**config.mk**
```make
export PLATFORM = sky130hd
export DESIGN_NAME = i2c_target
export DESIGN_NICKNAME = d
export VERILOG_FILES = /design/src/rtl/i2c_target.sv
export SDC_FILE = /design/constraint.sdc
export NUM_CORES = 1
export LEC_CHECK = 0
export BUFFER_PORTS_ARGS = -buffer_cell sky130_fd_sc_hd__buf_2
export CAP_MARGIN = 20
export CELL_PAD_IN_SITES_DETAIL_PLACEMENT = 1
export CELL_PAD_IN_SITES_GLOBAL_PLACEMENT = 1
export CORE_MARGIN = 3
export CORE_UTILIZATION = 40
export DETAILED_ROUTE_END_ITERATION = 16
export GPL_TIMING_DRIVEN = 0
export PLACE_DENSITY_LB_ADDON = 0.1
export SETUP_SLACK_MARGIN = 0.05
export SLEW_MARGIN = 20
export SYNTH_ARGS = -nofsm -noshare
export SYNTH_HDL_FRONTEND = slang
export SYNTH_SLANG_ARGS = --single-unit
```
**constraint.sdc**
```tcl
create_clock -name i_clk -period 2.34 [get_ports i_clk]
set_clock_uncertainty 0.15 [all_clocks]
set_input_delay 0.468 -clock i_clk [delete_from_list [all_inputs] [get_ports i_clk]]
set_output_delay 0.468 -clock i_clk [all_outputs]
set_load 0.05 [all_outputs]
```
**src/rtl/i2c_target.sv**
```systemverilog
// I2C target engine: oversampled SCL/SDA, START/STOP detection, 7-bit address match, byte RX/TX.
// Define I2C_TARGET_GENCALL_EN to also answer the general-call write address (8'h00).
module i2c_target #(
   parameter logic [6:0] TARGET_ADDR = 7'h50,
   parameter int         FILTER_LEN  = 3
) (
   input  logic       i_clk,
   input  logic       i_rst_n,
   input  logic       i_scl,
   input  logic       i_sda,
   output logic       o_sda_oe,
   output logic [7:0] o_rx_data,
   output logic       o_rx_valid,
   output logic       o_tx_req,
   input  logic [7:0] i_tx_data,
   output logic       o_busy,
   output logic       o_rw
);

   typedef enum logic [2:0] {
      IDLE, ADDR, ADDR_ACK, RX, RX_ACK, TX, TX_ACK, WAIT_STOP
   } state_t;

   localparam logic [2:0] FLT_MAX = 3'(FILTER_LEN - 1);

   state_t     state, state_nxt;
   logic [1:0] scl_sync, sda_sync;
   logic [2:0] scl_cnt, sda_cnt;
   logic       scl_f, sda_f, scl_d, sda_d;
   logic       scl_rise, scl_fall, sda_rise, sda_fall;
   logic       start_det, stop_det;

   logic [2:0] bit_cnt, bit_cnt_nxt;
   logic [7:0] shreg, shreg_nxt;
   logic [7:0] shift_in;
   logic       byte_done, byte_done_nxt;
   logic       sda_oe_nxt, busy_nxt, rw_nxt, rx_valid_nxt, tx_req_nxt;
   logic [7:0] rx_data_nxt;
   logic       addr_hit, gen_call;

   // A level change is accepted only after FILTER_LEN consecutive differing samples.
   always_ff @(posedge i_clk) begin
      if (!i_rst_n) begin
         scl_sync <= 2'b11;
         sda_sync <= 2'b11;
         scl_cnt  <= '0;
         sda_cnt  <= '0;
         scl_f    <= 1'b1;
         sda_f    <= 1'b1;
         scl_d    <= 1'b1;
         sda_d    <= 1'b1;
      end else begin
         scl_sync <= {scl_sync[0], i_scl};
         sda_sync <= {sda_sync[0], i_sda};
         if (scl_sync[1] != scl_f) begin
            if (scl_cnt == FLT_MAX) begin
               scl_f   <= scl_sync[1];
               scl_cnt <= '0;
            end else begin
               scl_cnt <= scl_cnt + 3'd1;
            end
         end else begin
            scl_cnt <= '0;
         end
         if (sda_sync[1] != sda_f) begin
            if (sda_cnt == FLT_MAX) begin
               sda_f   <= sda_sync[1];
               sda_cnt <= '0;
            end else begin
               sda_cnt <= sda_cnt + 3'd1;
            end
         end else begin
            sda_cnt <= '0;
         end
         scl_d <= scl_f;
         sda_d <= sda_f;
      end
   end

   assign scl_rise  = scl_f & ~scl_d;
   assign scl_fall  = ~scl_f & scl_d;
   assign sda_rise  = sda_f & ~sda_d;
   assign sda_fall  = ~sda_f & sda_d;
   assign start_det = sda_fall & scl_f;
   assign stop_det  = sda_rise & scl_f;

   assign shift_in = {shreg[6:0], sda_f};
`ifdef I2C_TARGET_GENCALL_EN
   assign gen_call = (shift_in == 8'h00);
`else
   assign gen_call = 1'b0;
`endif
   assign addr_hit = (shift_in[7:1] == TARGET_ADDR) || gen_call;

   always_ff @(posedge i_clk) begin
      if (!i_rst_n) begin
         state      <= IDLE;
         bit_cnt    <= '0;
         shreg      <= '0;
         byte_done  <= 1'b0;
         o_sda_oe   <= 1'b0;
         o_busy     <= 1'b0;
         o_rw       <= 1'b0;
         o_rx_data  <= '0;
         o_rx_valid <= 1'b0;
         o_tx_req   <= 1'b0;
      end else begin
         state      <= state_nxt;
         bit_cnt    <= bit_cnt_nxt;
         shreg      <= shreg_nxt;
         byte_done  <= byte_done_nxt;
         o_sda_oe   <= sda_oe_nxt;
         o_busy     <= busy_nxt;
         o_rw       <= rw_nxt;
         o_rx_data  <= rx_data_nxt;
         o_rx_valid <= rx_valid_nxt;
         o_tx_req   <= tx_req_nxt;
      end
   end

   // START/STOP outrank any SCL edge seen in the same cycle.
   always_comb begin
      state_nxt = state;
      if (stop_det) begin
         state_nxt = IDLE;
      end else if (start_det) begin
         state_nxt = ADDR;
      end else begin
         case (state)
            ADDR: begin
               if (scl_rise && bit_cnt == 3'd7 && !addr_hit) state_nxt = WAIT_STOP;
               else if (scl_fall && byte_done)              state_nxt = ADDR_ACK;
            end
            ADDR_ACK: if (scl_fall) state_nxt = o_rw ? TX : RX;
            RX:       if (scl_fall && byte_done) state_nxt = RX_ACK;
            RX_ACK:   if (scl_fall) state_nxt = RX;
            TX:       if (scl_fall && bit_cnt == 3'd0) state_nxt = TX_ACK;
            TX_ACK: begin
               if (scl_rise && sda_f)            state_nxt = WAIT_STOP;
               else if (scl_fall && byte_done)   state_nxt = TX;
            end
            default: state_nxt = state;
         endcase
      end
   end

   // In TX, bit_cnt counts bits already put on the bus; the wrap to 0 marks all eight driven.
   always_comb begin
      bit_cnt_nxt   = bit_cnt;
      shreg_nxt     = shreg;
      byte_done_nxt = byte_done;
      sda_oe_nxt    = o_sda_oe;
      busy_nxt      = o_busy;
      rw_nxt        = o_rw;
      rx_data_nxt   = o_rx_data;
      rx_valid_nxt  = 1'b0;
      tx_req_nxt    = 1'b0;
      if (stop_det) begin
         bit_cnt_nxt   = '0;
         byte_done_nxt = 1'b0;
         sda_oe_nxt    = 1'b0;
         busy_nxt      = 1'b0;
      end else if (start_det) begin
         bit_cnt_nxt   = '0;
         byte_done_nxt = 1'b0;
         sda_oe_nxt    = 1'b0;
      end else begin
         case (state)
            ADDR: begin
               if (scl_rise) begin
                  shreg_nxt   = shift_in;
                  bit_cnt_nxt = bit_cnt + 3'd1;
                  if (bit_cnt == 3'd7) begin
                     rw_nxt = shift_in[0];
                     if (addr_hit) byte_done_nxt = 1'b1;
                     else          busy_nxt      = 1'b0;
                  end
               end else if (scl_fall && byte_done) begin
                  sda_oe_nxt    = 1'b1;
                  busy_nxt      = 1'b1;
                  byte_done_nxt = 1'b0;
               end
            end
            ADDR_ACK: begin
               if (scl_rise && o_rw) tx_req_nxt = 1'b1;
               if (scl_fall) begin
                  if (o_rw) begin
                     shreg_nxt   = i_tx_data;
                     sda_oe_nxt  = ~i_tx_data[7];
                     bit_cnt_nxt = 3'd1;
                  end else begin
                     sda_oe_nxt  = 1'b0;
                     bit_cnt_nxt = '0;
                  end
               end
            end
            RX: begin
               if (scl_rise) begin
                  shreg_nxt   = shift_in;
                  bit_cnt_nxt = bit_cnt + 3'd1;
                  if (bit_cnt == 3'd7) begin
                     rx_data_nxt   = shift_in;
                     rx_valid_nxt  = 1'b1;
                     byte_done_nxt = 1'b1;
                  end
               end else if (scl_fall && byte_done) begin
                  sda_oe_nxt    = 1'b1;
                  byte_done_nxt = 1'b0;
               end
            end
            RX_ACK: if (scl_fall) sda_oe_nxt = 1'b0;
            TX: begin
               if (scl_fall) begin
                  if (bit_cnt == 3'd0) begin
                     sda_oe_nxt = 1'b0;
                  end else begin
                     shreg_nxt   = {shreg[6:0], 1'b0};
                     sda_oe_nxt  = ~shreg[6];
                     bit_cnt_nxt = bit_cnt + 3'd1;
                  end
               end
            end
            TX_ACK: begin
               if (scl_rise) begin
                  if (!sda_f) begin
                     tx_req_nxt    = 1'b1;
                     byte_done_nxt = 1'b1;
                  end else begin
                     busy_nxt = 1'b0;
                  end
               end else if (scl_fall && byte_done) begin
                  byte_done_nxt = 1'b0;
                  shreg_nxt     = i_tx_data;
                  sda_oe_nxt    = ~i_tx_data[7];
                  bit_cnt_nxt   = 3'd1;
               end
            end
            default: ;
         endcase
      end
   end

endmodule
```
Word-level counts from Yosys, hierarchy flattened
Cells that the tools add are included.
{"block": "totals", "register_bits": 41, "latchBits": 0, "ram_bits": 0, "mem_bits_ro": 0, "input_bits": 12, "output_inout_bits": 13, "word_cells": 169, "n_memories": 0}
{"block": "classes", "addsub": 3, "multipliers": 0, "n_div": 0, "order_cmp": 0, "n_eq_ne": 40, "shifts": 0, "n_mux": 57, "n_bitwise": 19, "reduce_logical": 31}
{"operator": "$mux 7", "n": 7}
{"operator": "$mux 3", "n": 15}
{"operator": "$ne 3x3->1 const B", "n": 12}
{"operator": "$mux 1", "n": 28}
{"operator": "$pmux 7 s4", "n": 1}
{"operator": "$reduce_and 7->1", "n": 4}
{"operator": "$ne 2x2->1 const B", "n": 12}
{"operator": "$pmux 3 s6", "n": 1}
{"operator": "$reduce_and 5->1", "n": 3}
{"operator": "$not 1->1", "n": 13}
{"operator": "$eq 3x2->1 const B", "n": 4}
{"operator": "$eq 3x3->1 const B", "n": 4}
{"operator": "$pmux 3 s4", "n": 1}
{"operator": "$reduce_and 10->1", "n": 1}
{"operator": "$add 3x1->3 const B", "n": 3}
{"operator": "$reduce_or 3->1", "n": 3}
{"operator": "$ne 4x4->1 const B", "n": 2}
{"operator": "$reduce_and 8->1", "n": 1}
{"operator": "$eq 7x7->1 const B", "n": 1}
{"operator": "$reduce_bool 7->1", "n": 1}
{"operator": "$and 1x1->1", "n": 6}
{"operator": "$logic_and 1x1->1", "n": 6}
{"operator": "$reduce_bool 6->1", "n": 1}
{"operator": "$pmux 1 s5", "n": 1}
{"operator": "other kinds (14)", "n": 19}

Longest topological paths before layout
{"block": "logic_depth", "ltp_word": 7, "mapped_depth": 8, "ltp_nobuf": 7}

Worst setup path before layout
No wires, ideal clock.
{"block": "synth_timing", "kind": "flip-flop to flip-flop", "startpoint": "register bit_cnt[0]", "endpoint": "register state[0]", "setup_ps": 59, "arrival_time_ps": 1689, "required_ps": 2131, "slack_ps": 443, "path_stages_with_launch": 8, "n_path_buf": 0, "period_less_slack_ps": 1897, "path_cell_list": "dfxtp_1 ha_1 ha_1 and3b_1 o211ai_1 a211o_1 or4_1 nand2_1"}
{"block": "synth_via", "elab_chain_cells": 6, "word_cells_on_any_way": 11, "classes_between": "eq/ne: 3; mux: 3; reduce/logical: 5"}
{"element": "start, declared", "line_no": "33", "rtl": "logic [2:0] bit_cnt, bit_cnt_nxt;"}
{"element": "start signal, assigned", "line_no": "109", "rtl": "bit_cnt <= bit_cnt_nxt;"}
{"element": "$eq 3x3->1", "line_no": "131", "rtl": "if (scl_rise && bit_cnt == 3'd7 && !addr_hit) state_nxt = WAIT_STOP;"}
{"element": "$logic_and 1x1->1 (2 in series)", "line_no": "131"}
{"element": "$mux 3", "line_no": "131"}
{"element": "$pmux 3 s6", "line_no": "129", "rtl": "case (state)"}
{"element": "$mux 1", "line_no": "126", "rtl": "end else if (start_det) begin"}
{"element": "end signal, assigned", "line_no": "108", "rtl": "state <= state_nxt;"}
{"element": "end, declared", "line_no": "26", "rtl": "state_t state, state_nxt;"}
Several ways; a longest one is shown, not always the timed one.
A chain may end at the register's enable or synchronous reset.

Worst setup path after layout
{"block": "layout_timing", "startpoint": "register state[0]", "endpoint": "register shreg[0]"}
{"block": "layout_via", "elab_chain_cells": 4, "word_cells_on_any_way": 16, "classes_between": "eq/ne: 12; mux: 1; reduce/logical: 3"}
{"element": "$eq 3x2->1 / $eq 3x1->1 (equally long branches)", "line_no": "168", "rtl": "case (state)"}
{"element": "$reduce_or 2->1 (no line)"}
{"element": "$ne 2x1->1 (no line) / $reduce_bool 4->1 (equally long branches)"}
{"element": "$reduce_and 10->1 (no line)"}
{"element": "end signal, assigned", "line_no": "110", "rtl": "shreg <= shreg_nxt;"}
{"element": "end, declared", "line_no": "34", "rtl": "logic [7:0] shreg, shreg_nxt;"}
Several ways; a longest one is shown, not always the timed one.

==> impl_metrics.ini <==
[power_and_ir_drop]
ir_drop_mv = 0.257
power_density_mw_per_mm2 = 520
p_leak_nw = 1.00

[floorplan]
core_sq_mm = 0.00520
die_h_microns = 80.2
pin_count = 25
num_rows = 26
die_w_microns = 80.2
start_util_pct = 42.4
dieArea_sq_mm = 0.00644

[grt]
antenna_found_initial = 0
grtUsageTotal_pct = 19.2
grt_max_degree = 14
grt.overflow.total = 0
first_global_vias = 1999
grt_pass1_wl_microns = 9680

[worst_setup_path]
endpoint_kind = register
critPathBufInv = 2
critPathMaxFanout = 10
cp.required_ns = 2.36
r2r_cells = 6
cp_slowest_stage_delay_ns = 0.47
r2r-end = shreg[0]$_SDFFE_PN0P_
criticalPathCategory = reg2reg
cp.depth = 6
arrival_ns = 2.14
reg2reg_slack_ns = 0.22
cpLargestDelayFamily = simple AND/OR/NAND/NOR gates
crit_path_start_kind = register
critPathSlowestCell = nor2_2
r2r_start = state[0]$_SDFFE_PP0P_
path_cells = buf_2 -> inv_2 -> nor2_2 -> nor2b_1 -> a2111oi_0 -> nor3_1

[clock_tree]
cts-resized-gates = 0
htreeDepth = 2
cts_root_buf = clkbuf_8
clk_pin_slew_ns = 0.08
hold_buffers = 0
cts_sinks = 41
cts.path.max_buffers = 2
numCtsBuffers = 5
tritoncts = done
cts_setup_buffers = 0
clkLatencyLatePin_ns = 0.29

[hold_path]
min_to = sda_sync[0]$_SDFF_PN1_
holdPathStages = 2
hold_start = i_sda
min_path_type = in2reg

[timing]
grt_setup_unrepaired = false
drv_slew = 0
slew_headroom_pct = 61.7
setup_violations = 0
fin_crit_sh_pct = 90.7
fin_setup_tns_ns = 0
final-hold-violation-count = 0
fin_crit_ns = 2.12
max_freq_mhz = 471
setup_ws_ns = 0.217
tightest_slew_ns = 0.575

[synth]
seq_area_frac_synth_pct = 37.2
ys_ff_latch = 41
synthCells = 248
yosysUniqueCellTypes = 58
async_reset_ff_share_pct = 0
ys.flop_type = dfxtp_1
synth_top_cell_by_area = dfxtp_1
avgSynthCellArea_sq_um = 8.89
synth_top_area_share_pct = 37.2
yosys_warnings = 0
synth_nets = 267
synth.area.top_cells = dfxtp_1 37%, mux2i_1 8.6%, nor2_1 5.1%, ha_1 4.0%, nand2b_1 3.4%
syn_area_sq_mm = 0.00220
synth-edff-count = 0

[drt]
wl_per_cell_microns = 16.0
via_per_inst = 5.51
dr.pass1.iters = 4
drt-initial-drc-count = 83
via_count = 1930
final_antenna_net_count = 0
drc = 0
routed_wirelength_microns = 5600

[cells_and_area]
regArea_sq_um = 821
drive_gt1_share_pct = 18.2
n_antenna_cell = 0
nNetsFinal = 298
utilization_pct = 48.5
areaGrowthSynthToFinish_pct = 14.5
post-route-cell-area_sq_mm = 0.00252
multi_input_area_sq_mm = 0.00127
finalNonFillerCells = 350
nFillCells = 643

[place]
placed_area_sq_mm = 0.00241
place_hpwl_microns = 4200
place.port_buffers = 24
dpl.cell_count = 342
gp_congestion = 0.867
dp_slack_ns = 0.244

[status]
outcome = complete, no violations

[job]
maxCapViolCount = 0
==> worst max-delay path by stage <==
| stage | from | to | slack [ns] |
|---|---|---|---|
| after floorplan | bit_cnt[0]$_SDFFE_PP0P_ | state[0]$_SDFFE_PP0P_ | 0.44 |
| after global placement | bit_cnt[0]$_SDFFE_PP0P_ | state[0]$_SDFFE_PP0P_ | 0.26 |
| after CTS | bit_cnt[0]$_SDFFE_PP0P_ | state[0]$_SDFFE_PP0P_ | 0.22 |
| final | state[0]$_SDFFE_PP0P_ | shreg[0]$_SDFFE_PN0P_ | 0.22 |
| after detailed placement | bit_cnt[0]$_SDFFE_PP0P_ | state[0]$_SDFFE_PP0P_ | 0.24 |
| after global routing | scl_f$_SDFFE_PN1P_ | o_rx_data[7]$_SDFFE_PN0P_ | 0.07 |
==> sequential cells by signal, indices dropped and copies added (netlist names) <==
name and flops:
sda_cnt 3, byte_done 1, bit_cnt 3, scl_f 1, o_rw 1, shreg 7
o_rx_valid 1, scl_cnt 3, o_rx_data 8, scl_d 1, o_busy 1, sda_sync 2
o_tx_req 1, state 3, scl_sync 2, o_sda_oe 1, sda_f 1, sda_d 1
==> synth_stat cells (all sizes together) (2+ instances only) <==
library cell and n:
a32o 2, xor2 4, a31oi 3, nor2b 5
ha 7, a311oi 6, nand3b 2, o211ai 5
o21ai 7, or4 2, nand2b 12, o22a 2
nor2 32, buf 7, a211oi 3, a21oi 14
clkbuf 4, and2b 2, nor3 4, a21boi 2
o41ai 2, nand2 17, mux2i 19, and3b 2
nand3 7, inv 12, dfxtp 41, and2 2
nor4 2
==> final cells by class <==
class                      count  area share, %
tap                           70           3.47
inverter                      12           1.78
sequential                    41           32.5
clock inverter                 2           1.54
multi-input combinational    184           50.3
timing repair buffer          24           4.76
buffer                        11           2.73
clock buffer                   6           2.88
==> report_power, final <==
part / internal, mW / switching [mW]
Sequential: 0.702 / 0.00251
Combinational: 0.0163 / 0.0253
Clock: 0.320 / 0.247
Total: 1.04 / 0.275
==> layer usage <==
layer / global-route usage [%] / routed length [microns]
met4: 5.41 / 67
met3: 3.14 / 153
met5: 0 / 0
met1: 25.4 / 2770
met2: 32.1 / 2610
==> worst reg2reg max path, cell delays in order, from the launching register on <==
cell,delay (ns)
dfxtp_1,0.43
buf_2,0.27
inv_2,0.07
nor2_2,0.47
nor2b_1,0.10
a2111oi_0,0.44
nor3_1,0.08
==> metrics by stage <==
step	power, mW	hold WS [ns]
2_1_floorplan	0.744	0.236
3_3_place_gp	0.762	0.240
3_5_place_dp	0.763	0.248
4_1_cts	1.33	0.197
5_1_grt	1.37	0.200
6_report	1.31	0.205
==> cell usage in the layout, fill, tap and decap left out, drive strengths merged, types with 3 or more instances in the layout <==
cell type / n
nor2: 32
ha: 7
xor2: 4
nand2b: 12
o211ai: 5
a311oi: 6
dfxtp: 41
o21ai: 7
inv: 12
a211oi: 3
mux2i: 19
a21oi: 14
nand2: 17
nor3: 4
a31oi: 3
clkbuf: 10
nor2b: 5
nand3: 7
buf: 31
==> cell families after synthesis <==
kind of cell             share of synthesized area [%]
multiplexers                                      9.14
flip-flops                                        37.2
buffers and inverters                             5.16
adder cells (fa/ha/maj)                           3.97
XOR/XNOR                                          1.99
AO/OA/AOI/OAI                                     19.4
AND/OR/NAND/NOR                                   23.1
No activity file was read; power rests on OpenSTA's default activity.
